$ cat config.mk
export PLATFORM = sky130hd
export DESIGN_NAME = fetch_unit
export DESIGN_NICKNAME = d
export VERILOG_FILES = /design/src/rtl/cpu_pkg.sv /design/src/rtl/fetch_unit_if.sv /design/src/rtl/sync_fifo.sv /design/src/rtl/fetch_unit.sv
export SDC_FILE = /design/constraint.sdc
export NUM_CORES = 1
export LEC_CHECK = 0
export CAP_MARGIN = 5
export CORE_UTILIZATION = 55
export CTS_CLUSTER_DIAMETER = 50
export DETAILED_ROUTE_END_ITERATION = 10
export GPL_ROUTABILITY_DRIVEN = 0
export PLACE_DENSITY = 0.77
export REMOVE_ABC_BUFFERS = 1
export SYNTH_ARGS = -nofsm -noshare
export SYNTH_HDL_FRONTEND = slang
export SYNTH_SLANG_ARGS = --single-unit
$ cat constraint.sdc
create_clock -name clkOut -period 6.04 [get_ports clkOut]
set_input_delay 1.208 -clock clkOut [delete_from_list [all_inputs] [get_ports clkOut]]
set_output_delay 1.208 -clock clkOut [all_outputs]
set_load 0.02 [all_outputs]
$ cat src/rtl/cpu_pkg.sv
// Shared constants, types and helpers for the note CPU fetch front-end.
package cpu_pkg;
  localparam int ADDR_W    = 10;
  localparam int PC_W      = 64;
  localparam int INS_BYTES = 4;
  localparam int NOTE_LSB  = 23;
  localparam int NOTE_W    = 8;
  localparam int INS_W     = 8 * INS_BYTES;

  typedef logic [INS_W-1:0] ins_t;
  typedef logic [PC_W-1:0]  pc_t;

  typedef enum logic {ST_FETCH, ST_HOLD} fetch_state_e;

  function automatic logic is_single_note(ins_t ins);
    return ins[NOTE_LSB +: NOTE_W] == '0;
  endfunction
endpackage

$ cat src/rtl/fetch_unit_if.sv
// Push/pop/flush handshake between the fetch assembler and its instruction queue.
interface fetch_unit_if #(
  parameter int WIDTH = 96,
  parameter int DEPTH = 4
);
  localparam int CW = $clog2(DEPTH + 1);

  logic             push;
  logic             pop;
  logic             flush;
  logic [WIDTH-1:0] wdata;
  logic [WIDTH-1:0] rdata;
  logic             full;
  logic             empty;
  logic [CW-1:0]    count;

  modport master (output push, pop, flush, wdata, input rdata, full, empty, count);
  modport slave  (input push, pop, flush, wdata, output rdata, full, empty, count);
endinterface

$ cat src/rtl/sync_fifo.sv
// Circular-buffer FIFO with occupancy counter and synchronous flush; push while
// full is accepted only when a pop frees the slot in the same cycle.
module sync_fifo #(
  parameter int WIDTH = 96,
  parameter int DEPTH = 4
) (
  input  logic         clk,
  input  logic         rst,
  fetch_unit_if.slave  f
);
  localparam int PW = (DEPTH > 1) ? $clog2(DEPTH) : 1;
  localparam int CW = $clog2(DEPTH + 1);

  logic [WIDTH-1:0] mem_q [DEPTH];
  logic [PW-1:0]    head_q, tail_q;
  logic [CW-1:0]    count_q;
  logic             do_push, do_pop;

  assign f.empty  = (count_q == '0);
  assign f.full   = (count_q == CW'(DEPTH));
  assign f.count  = count_q;
  assign f.rdata  = mem_q[head_q];
  assign do_pop   = f.pop & ~f.empty;
  assign do_push  = f.push & (~f.full | do_pop);

  always_ff @(posedge clk) begin
    if (do_push && !rst && !f.flush) mem_q[tail_q] <= f.wdata;
  end

  always_ff @(posedge clk) begin
    if (rst || f.flush) begin
      head_q  <= '0;
      tail_q  <= '0;
      count_q <= '0;
    end else begin
      if (do_push) tail_q <= tail_q + 1'b1;
      if (do_pop)  head_q <= head_q + 1'b1;
      count_q <= count_q + CW'(do_push) - CW'(do_pop);
    end
  end
endmodule

$ cat src/rtl/fetch_unit.sv
// Byte-serial instruction fetch: assembles INS_BYTES-byte words from a
// combinational byte memory and queues {pc, ins} for decode.
module fetch_unit #(
  parameter int ADDR_W     = cpu_pkg::ADDR_W,
  parameter int PC_W       = cpu_pkg::PC_W,
  parameter int INS_BYTES  = cpu_pkg::INS_BYTES,
  parameter int DEPTH      = 4,
  parameter int BIG_ENDIAN = 0,
  parameter int NOTE_LSB   = cpu_pkg::NOTE_LSB,
  parameter int NOTE_W     = cpu_pkg::NOTE_W,
  parameter logic [PC_W-1:0] RESET_PC = '0
) (
  input  logic                       clkOut,
  input  logic                       reset,
  input  logic                       fetch_en,
  output logic [ADDR_W-1:0]          raddr,
  output logic                       mem_en,
  input  logic [7:0]                 rdata,
  input  logic                       redirect_valid,
  input  logic [PC_W-1:0]            redirect_pc,
  output logic                       out_valid,
  input  logic                       out_ready,
  output logic [8*INS_BYTES-1:0]     out_ins,
  output logic [PC_W-1:0]            out_pc,
  output logic                       out_single_note,
  output logic [$clog2(DEPTH+1)-1:0] count
);
  import cpu_pkg::*;

  localparam int INS_W = 8 * INS_BYTES;
  localparam int KW    = (INS_BYTES > 1) ? $clog2(INS_BYTES) : 1;
  localparam logic [KW-1:0] KLAST = KW'(INS_BYTES - 1);

  fetch_state_e      state_q;
  logic [PC_W-1:0]   pc_q;
  logic [KW-1:0]     k_q;
  logic [INS_W-1:0]  asm_q;
  logic [INS_W-1:0]  asm_byte;
  logic [KW-1:0]     slot;
  logic              at_last, pop, stall;

  fetch_unit_if #(.WIDTH(PC_W + INS_W), .DEPTH(DEPTH)) fq ();

  sync_fifo #(.WIDTH(PC_W + INS_W), .DEPTH(DEPTH)) u_queue (
    .clk (clkOut),
    .rst (reset),
    .f   (fq.slave)
  );

  // HOLD only ever parks on the last byte, so it also marks the last slot.
  assign at_last = (state_q == ST_HOLD) | (k_q == KLAST);
  assign pop     = out_valid & out_ready;
  assign stall   = at_last & fq.full & ~pop;
  assign mem_en  = fetch_en & ~reset & ~redirect_valid & ~stall;
  assign raddr   = pc_q[ADDR_W-1:0] + ADDR_W'(k_q);
  assign slot    = (BIG_ENDIAN != 0) ? (KLAST - k_q) : k_q;

  always_comb begin
    asm_byte = asm_q;
    asm_byte[slot*8 +: 8] = rdata;
  end

  assign fq.push  = mem_en & at_last;
  assign fq.wdata = {pc_q, asm_byte};
  assign fq.pop   = pop;
  assign fq.flush = redirect_valid;

  assign out_valid       = ~fq.empty & ~reset;
  assign {out_pc, out_ins} = fq.rdata;
  assign out_single_note = out_valid & (out_ins[NOTE_LSB +: NOTE_W] == '0);
  assign count           = fq.count;

  always_ff @(posedge clkOut) begin
    if (reset) begin
      state_q <= ST_FETCH;
      pc_q    <= RESET_PC;
      k_q     <= '0;
      asm_q   <= '0;
    end else if (redirect_valid) begin
      state_q <= ST_FETCH;
      pc_q    <= redirect_pc;
      k_q     <= '0;
      asm_q   <= '0;
    end else begin
      state_q <= stall ? ST_HOLD : ST_FETCH;
      if (mem_en) begin
        if (at_last) begin
          k_q   <= '0;
          asm_q <= '0;
          pc_q  <= pc_q + PC_W'(INS_BYTES);
        end else begin
          k_q   <= k_q + 1'b1;
          asm_q <= asm_byte;
        end
      end
    end
  end
endmodule

======== Word-level counts from Yosys, hierarchy flattened ========
Memory sizes are Yosys's and may differ from the RTL's. A register that Yosys moved wholly into a read port is not among the register bits.
Index checks and enable logic that the tools add are counted.
Widths: inputs -> output; s select.
operators by class
  $add $sub $neg .......................... 8
  equality and inequality tests ........... 2
  shifts and indexed selects .............. 2
  multiplexer cells ....................... 11
  bitwise logic cells ..................... 19
  reductions and logical operators ........ 11
operators with widths
  kind                     number
  $mux 64                  3
  $add 64x3->64 const B    1
  $neg 5->34               1
  $shift 8x34->32 const A  1
  $shiftx 8x34->32         1
  $bwmux 32                1
  $mux 32                  1
  $and 1x1->1              11
  $add 10x2->10            1
  $logic_not 8->1          1
  $add 2x1->2 const B      3
  $mux 2                   3
  $not 1->1                6
  $reduce_bool 2->1        2
  $add 3x1->3              1
  $eq 3x3->1 const B       1
  $logic_not 3->1          1
  $mux 1                   3
  $sub 3x1->3              1
  $eq 2x2->1 const B       1
  $logic_and 1x1->1        2
  $logic_not 1->1          2
  $or 1x1->1               2
  $reduce_and 2->1         1
  2 further kinds          2
storage, ports and cells
  register bits ........................... 106
  memory bits (writable) .................. 384
  input bits .............................. 77
  output and inout port bits .............. 112
  word-level logic and storage cells ...... 61
  memories kept ........................... 1
memory list
  memory         depth  width  rd ports  clocked after memory_dff  write ports  line             RTL
  u_queue.mem_q  4      96     1         1                         1            sync_fifo.sv:14  logic [WIDTH-1:0] mem_q [DEPTH];

======== Longest topological paths before layout ========
  word-level depth ........................ 14
  depth in mapped cells ................... 13
  gate-level depth less buffers ........... 11

======== By module ========
From an unflattened synthesis, not the netlist that was laid out.
unflattened totals
  cell total of the unflattened synthesis .. 1272
  area, all modules ....................... 19966.6 µm²
by module, submodules not included
  module      instances  cells an instance  area each (µm²)  sequential area each (µm²)
  sync_fifo   1          549                14323.7          11711.2
  fetch_unit  1          723                5642.9           1981.9

======== Worst setup path after synthesis ========
OpenSTA, ideal clock, no wires.
  path type ............................... input port to flip-flop
  start point ............................. input port reset
  end point ............................... memory u_queue.mem_q[1][0], enable pin
  library setup time ...................... 466 ps
  data arrival time ....................... 4811 ps
  required time ........................... 5574 ps
  path slack .............................. 763 ps
  cell stages on the path ................. 7
  buffers on the path ..................... 3
  path through ............................ nor2_1 > o2111ai_1 > inv_1 > clkbuf_1 > clkbuf_1 > buf_1 > and2_1
on the way
  longest elaborated chain between the ends .. 13
  elaborated cells between the ends (all ways) .. 18
  classes of those cells .................. mux: 2; bitwise: 13; reduce/logical: 3
ends and longest elaborated chain
  element                              line                                RTL
  start: declaration                   fetch_unit.sv:14                    input logic reset,
  $not 1->1                            fetch_unit.sv:54, fetch_unit.sv:68
  $and 1x1->1                          fetch_unit.sv:68                    assign out_valid = ~fq.empty & ~reset;
  $and 1x1->1                          fetch_unit.sv:52                    assign pop = out_valid & out_ready;
  $not 1->1                            fetch_unit.sv:53                    assign stall = at_last & fq.full & ~pop;
  $and 1x1->1                          fetch_unit.sv:53
  $not 1->1                            fetch_unit.sv:54                    assign mem_en = fetch_en & ~reset & ~redirect_valid & ~stall;
  $and 1x1->1                          fetch_unit.sv:54
  $and 1x1->1                          fetch_unit.sv:63                    assign fq.push = mem_en & at_last;
  $and 1x1->1                          sync_fifo.sv:24                     assign do_push = f.push & (~f.full | do_pop);
  $logic_and 1x1->1 (*) (2 in series)  sync_fifo.sv:27                     if (do_push && !rst && !f.flush) mem_q[tail_q] <= f.wdata;
  $mux 1 (*)                           sync_fifo.sv:27
  $mux 1 (implied by the code) (*)     sync_fifo.sv:27
  end: declaration                     sync_fifo.sv:14
Every way passes the cells marked *; elsewhere a longest branch is shown, timed or not.

======== Worst setup path in the final report ========
  start point ............................. input port out_ready
  end point ............................... output port mem_en
on the way
  longest elaborated chain between the ends .. 5
ends and longest elaborated chain
  element             line              RTL
  start: declaration  fetch_unit.sv:22  input logic out_ready,
  $and 1x1->1         fetch_unit.sv:52
  $not 1->1           fetch_unit.sv:53
  $and 1x1->1         fetch_unit.sv:53
  $not 1->1           fetch_unit.sv:54
  $and 1x1->1         fetch_unit.sv:54
  end: declaration    fetch_unit.sv:17  output logic mem_en,
No other way between the ends.

==> flow_summary.toml <==
[floorplanning]
die_w_um = 192.4
core-area_um2 = 35660
die_area_um2 = 37020
fp.dieH_um = 192.4
initial_utilization_pct = 55.93
num_io_pins = 189
num_rows = 69

[timing]
slew_viol_final = 0
tightest_slew_ns = 1.260
rsz0062_at_grt = "no"
setup_viol = 0
finalCritPeriodShare_pct = 75.14
max_slew_margin_pct = 14.85
post-route-min-period_ns = 4.538
timing.fmax_mhz = 220.3
hold_viol = 0
finClkSkew_ns = 0.01553

[worst_setup_path]
cp_top_family = "buffers and inverters"
reg2reg_slack_ns = 2.21
ff2ff_path_depth = 8
crit_path_max_incr_delay_ns = 0.63
regToRegStartpoint = "k_q[0]$_SDFFE_PP0P_"
crit_chain = "clkdlybuf4s50_1, nor2b_1, o31ai_4, buf_4, nor2_1, clkdlybuf4s50_1"
critPathBufInv = 3
cpMaxStageDelayCell = "clkdlybuf4s50_1"
r2r_end = "pc_q[62]$_SDFFE_PP0P_"
cp_max_fo = 29
endpoint_kind = "output port"
critical_path_required_ns = 4.83
crit_path_frequent_cell = "clkdlybuf4s50_1"
crit_arrival_ns = 3.33
crit_type = "primary input to output port"
startpoint_type = "primary input"

[drt]
drt-initial-drc-count = 1356
drt-wirelength-per-cell_um = 23.16
drc = 26
wl_um = 45910
vias = 12223
ant_nets = 0
via_per_inst = 6.167
drt_pass1_iterations = 9

[placed_design]
dpl.cell_count = 1894
port-buffer-count = 188
place_hpwl_um = 29230

[power_and_ir_drop]
p_per_area_nw_per_um2 = 289.6
ir_drop_v = 0.0002592
p_leak_nw = 7.560

[clock_tree]
clock_latency_ns = 0.55
cts_buffers = 48
cts-htree-levels = 2
tritoncts = "yes"
cts_root_buf = "clkbuf_16"
cts_setup_buffers = 0
clock_path_buffers = 3
cts_resized = 0
cts.clk_slew.worst_paths_ns = 0.06
cts.sinks = 492
holdBufCountCts = 0

[yosys]
ys_ff_latch = 492
yosysSeqAreaShare_pct = 68.67
syn-instance-count = 1300
netlist_area_um2 = 19940
ys_types = 58
synthArstFlopShare_pct = 0
syn_avg_cell_area_um2 = 15.34
synth_warnings = 0
synth_edf_count = 384
ys.flop_type = "edfxtp_1"

[final_layout]
diodes = 0
final_cells = 1982
layout.nets = 1576
drive_above_1_share_pct = 13.08
area_growth_pct = 19.87
utilization_pct = 67.04

[run]
cap_violations = 0

[global_routing]
overflow = 0
grt_pass1_vias = 12015
antenna_found_initial = 0
track_usage_pct = 25.18
grt_pass1_wl_um = 69730
grt_max_degree = 101

[min_path]
hold_depth = 2
worstHoldStart = "asm_q[26]$_SDFFE_PP0P_"
hp-class = "register to register"
hold_end = "asm_q[26]$_SDFFE_PP0P_"

[outcome]
outcome = "finished with violations"
violations = "design-rule violations"
[metrics by stage]
stage / power [W] / setup TNS, ns / worst slack [ns] / hold WS [ns] / cell area (um2)
CTS: 0.006956 / 0 / 1.513 / 0.4424 / 23900
floorplan: 0.003890 / -0.9447 / -0.9447 / 0.4185 / 19650
global placement: 0.004025 / 0 / 1.192 / 0.4270 / 22340
finish: 0.006921 / 0 / 1.502 / 0.4410 / 23900
detailed placement: 0.004033 / 0 / 1.022 / 0.4342 / 22340
global route: 0.007103 / 0 / 1.204 / 0.4571 / 23900
[layout by cell type, fill, tap and decap left out, types with 7 or more instances in the layout]
cell type,n
a2111oi_0,7
nand2_1,71
clkbuf_16,49
or4_1,11
ha_1,14
mux4_2,96
a22oi_1,27
nand4_1,31
inv_1,56
dfxtp_1,106
a311oi_1,18
xnor2_1,15
o21ai_0,56
nand3_1,30
nor3_1,25
a211oi_1,25
a21oi_1,7
nor2_1,96
and3_1,15
and4_1,9
clkbuf_1,16
buf_4,15
or3_1,12
edfxtp_1,384
xor2_1,20
nor4_1,19
clkinv_2,8
clkdlybuf4s50_1,187
[worst max path at each step]
stage | start | end | depth (start not counted)
after floorplan | register | out_single_note | 4
after global placement | redirect_valid | pc_q[51]$_SDFFE_PP0P_ | 8
after detailed placement | redirect_valid | pc_q[62]$_SDFFE_PP0P_ | 8
after CTS | out_ready | mem_en | 6
after global routing | redirect_valid | pc_q[62]$_SDFFE_PP0P_ | 8
final | out_ready | mem_en | 6
[layer usage]
metal  wire, um  vias up  track usage, %  share of wire, %
li1           -     5470               -                 -
met1      18580     6081           35.15                40
met2      22520      569           40.90                49
met3       3214      103           3.510               7.0
met4       1600        0           8.692               3.5
met5          0        -               0                 0
[worst register-to-register path: stages (launching register included)]
cell	delay, ns
dfxtp_1	0.46
ha_1	0.42
or2_2	0.23
o2111ai_2	0.50
inv_1	0.33
buf_4	0.41
nand4_1	0.47
or4_1	0.64
a311oi_1	0.29
[power by group]
part	total (W)	switching, W	internal (W)
clock	0.00295	0.00119	0.00177
combinational	0.000216	0.000116	0.000100
sequential	0.00375	0.0000755	0.00368
[synth_stat cells, types with 2 or more instances]
cell type	number	area (um2)
nor4b_1	6	52.55
o31a_1	3	26.28
nand2_1	71	266.5
a311oi_1	18	157.7
or2_2	2	12.51
xor2_1	20	175.2
buf_2	7	35.03
a21oi_1	7	35.03
nor2b_1	4	25.02
nand3_1	30	150.1
buf_1	10	37.54
a22oi_1	27	202.7
and3_1	15	93.84
ha_1	14	175.2
fa_1	2	40.04
o31ai_1	5	37.54
nand4_2	2	25.02
o2111a_1	3	33.78
nor3_1	25	125.1
mux2i_1	6	60.06
o211ai_1	2	15.01
o211a_1	2	20.02
a2111oi_0	7	61.31
nand2b_1	3	18.77
a32oi_1	2	17.52
nor4_1	19	118.9
and4_1	9	78.83
or4_1	11	82.58
and2_1	10	62.56
inv_1	57	214.0
nor2_1	96	360.4
nor4bb_1	2	20.02
o21ai_0	56	280.3
a211oi_1	25	187.7
nand4_1	31	193.9
clkbuf_1	56	210.2
mux4_2	96	2162
xnor2_1	15	131.4
nor3b_1	2	15.01
o21a_1	3	22.52
or3_1	12	75.07
dfxtp_1	108	2162
edfxtp_1	384	11530
[cell type report]
type	instances	area, um2
Sequential cell	492	13700
Fill cell	2451	11750
Multi-Input combinational cell	677	5773
Timing Repair Buffer	207	2069
Clock buffer	70	1355
Tap cell	461	576.8
Inverter	57	215.2
Clock inverter	18	212.7
[registers in the layout (all words and copies together), names as in the netlist, named ones only]
name	count
u_queue.f.count	3
pc_q	64
u_queue.tail_q	2
state_q	1
u_queue.mem_q	384
k_q	2
asm_q	32
u_queue.head_q	2
[logic make-up (layout without fill, tap and decap cells)]
family / after synthesis / after routing / synth area share [%]
AOI/OAI and AO/OA: 167 / 167 / 5.817
buffers and inverters: 131 / 352 / 2.529
xor gates and xnor gates: 35 / 35 / 1.537
muxes: 102 / 102 / 11.14
adders and majority gates: 16 / 16 / 1.079
DFF: 492 / 492 / 68.67
and+or+nand+nor: 357 / 357 / 9.224
(Power assumes the default switching activity.)
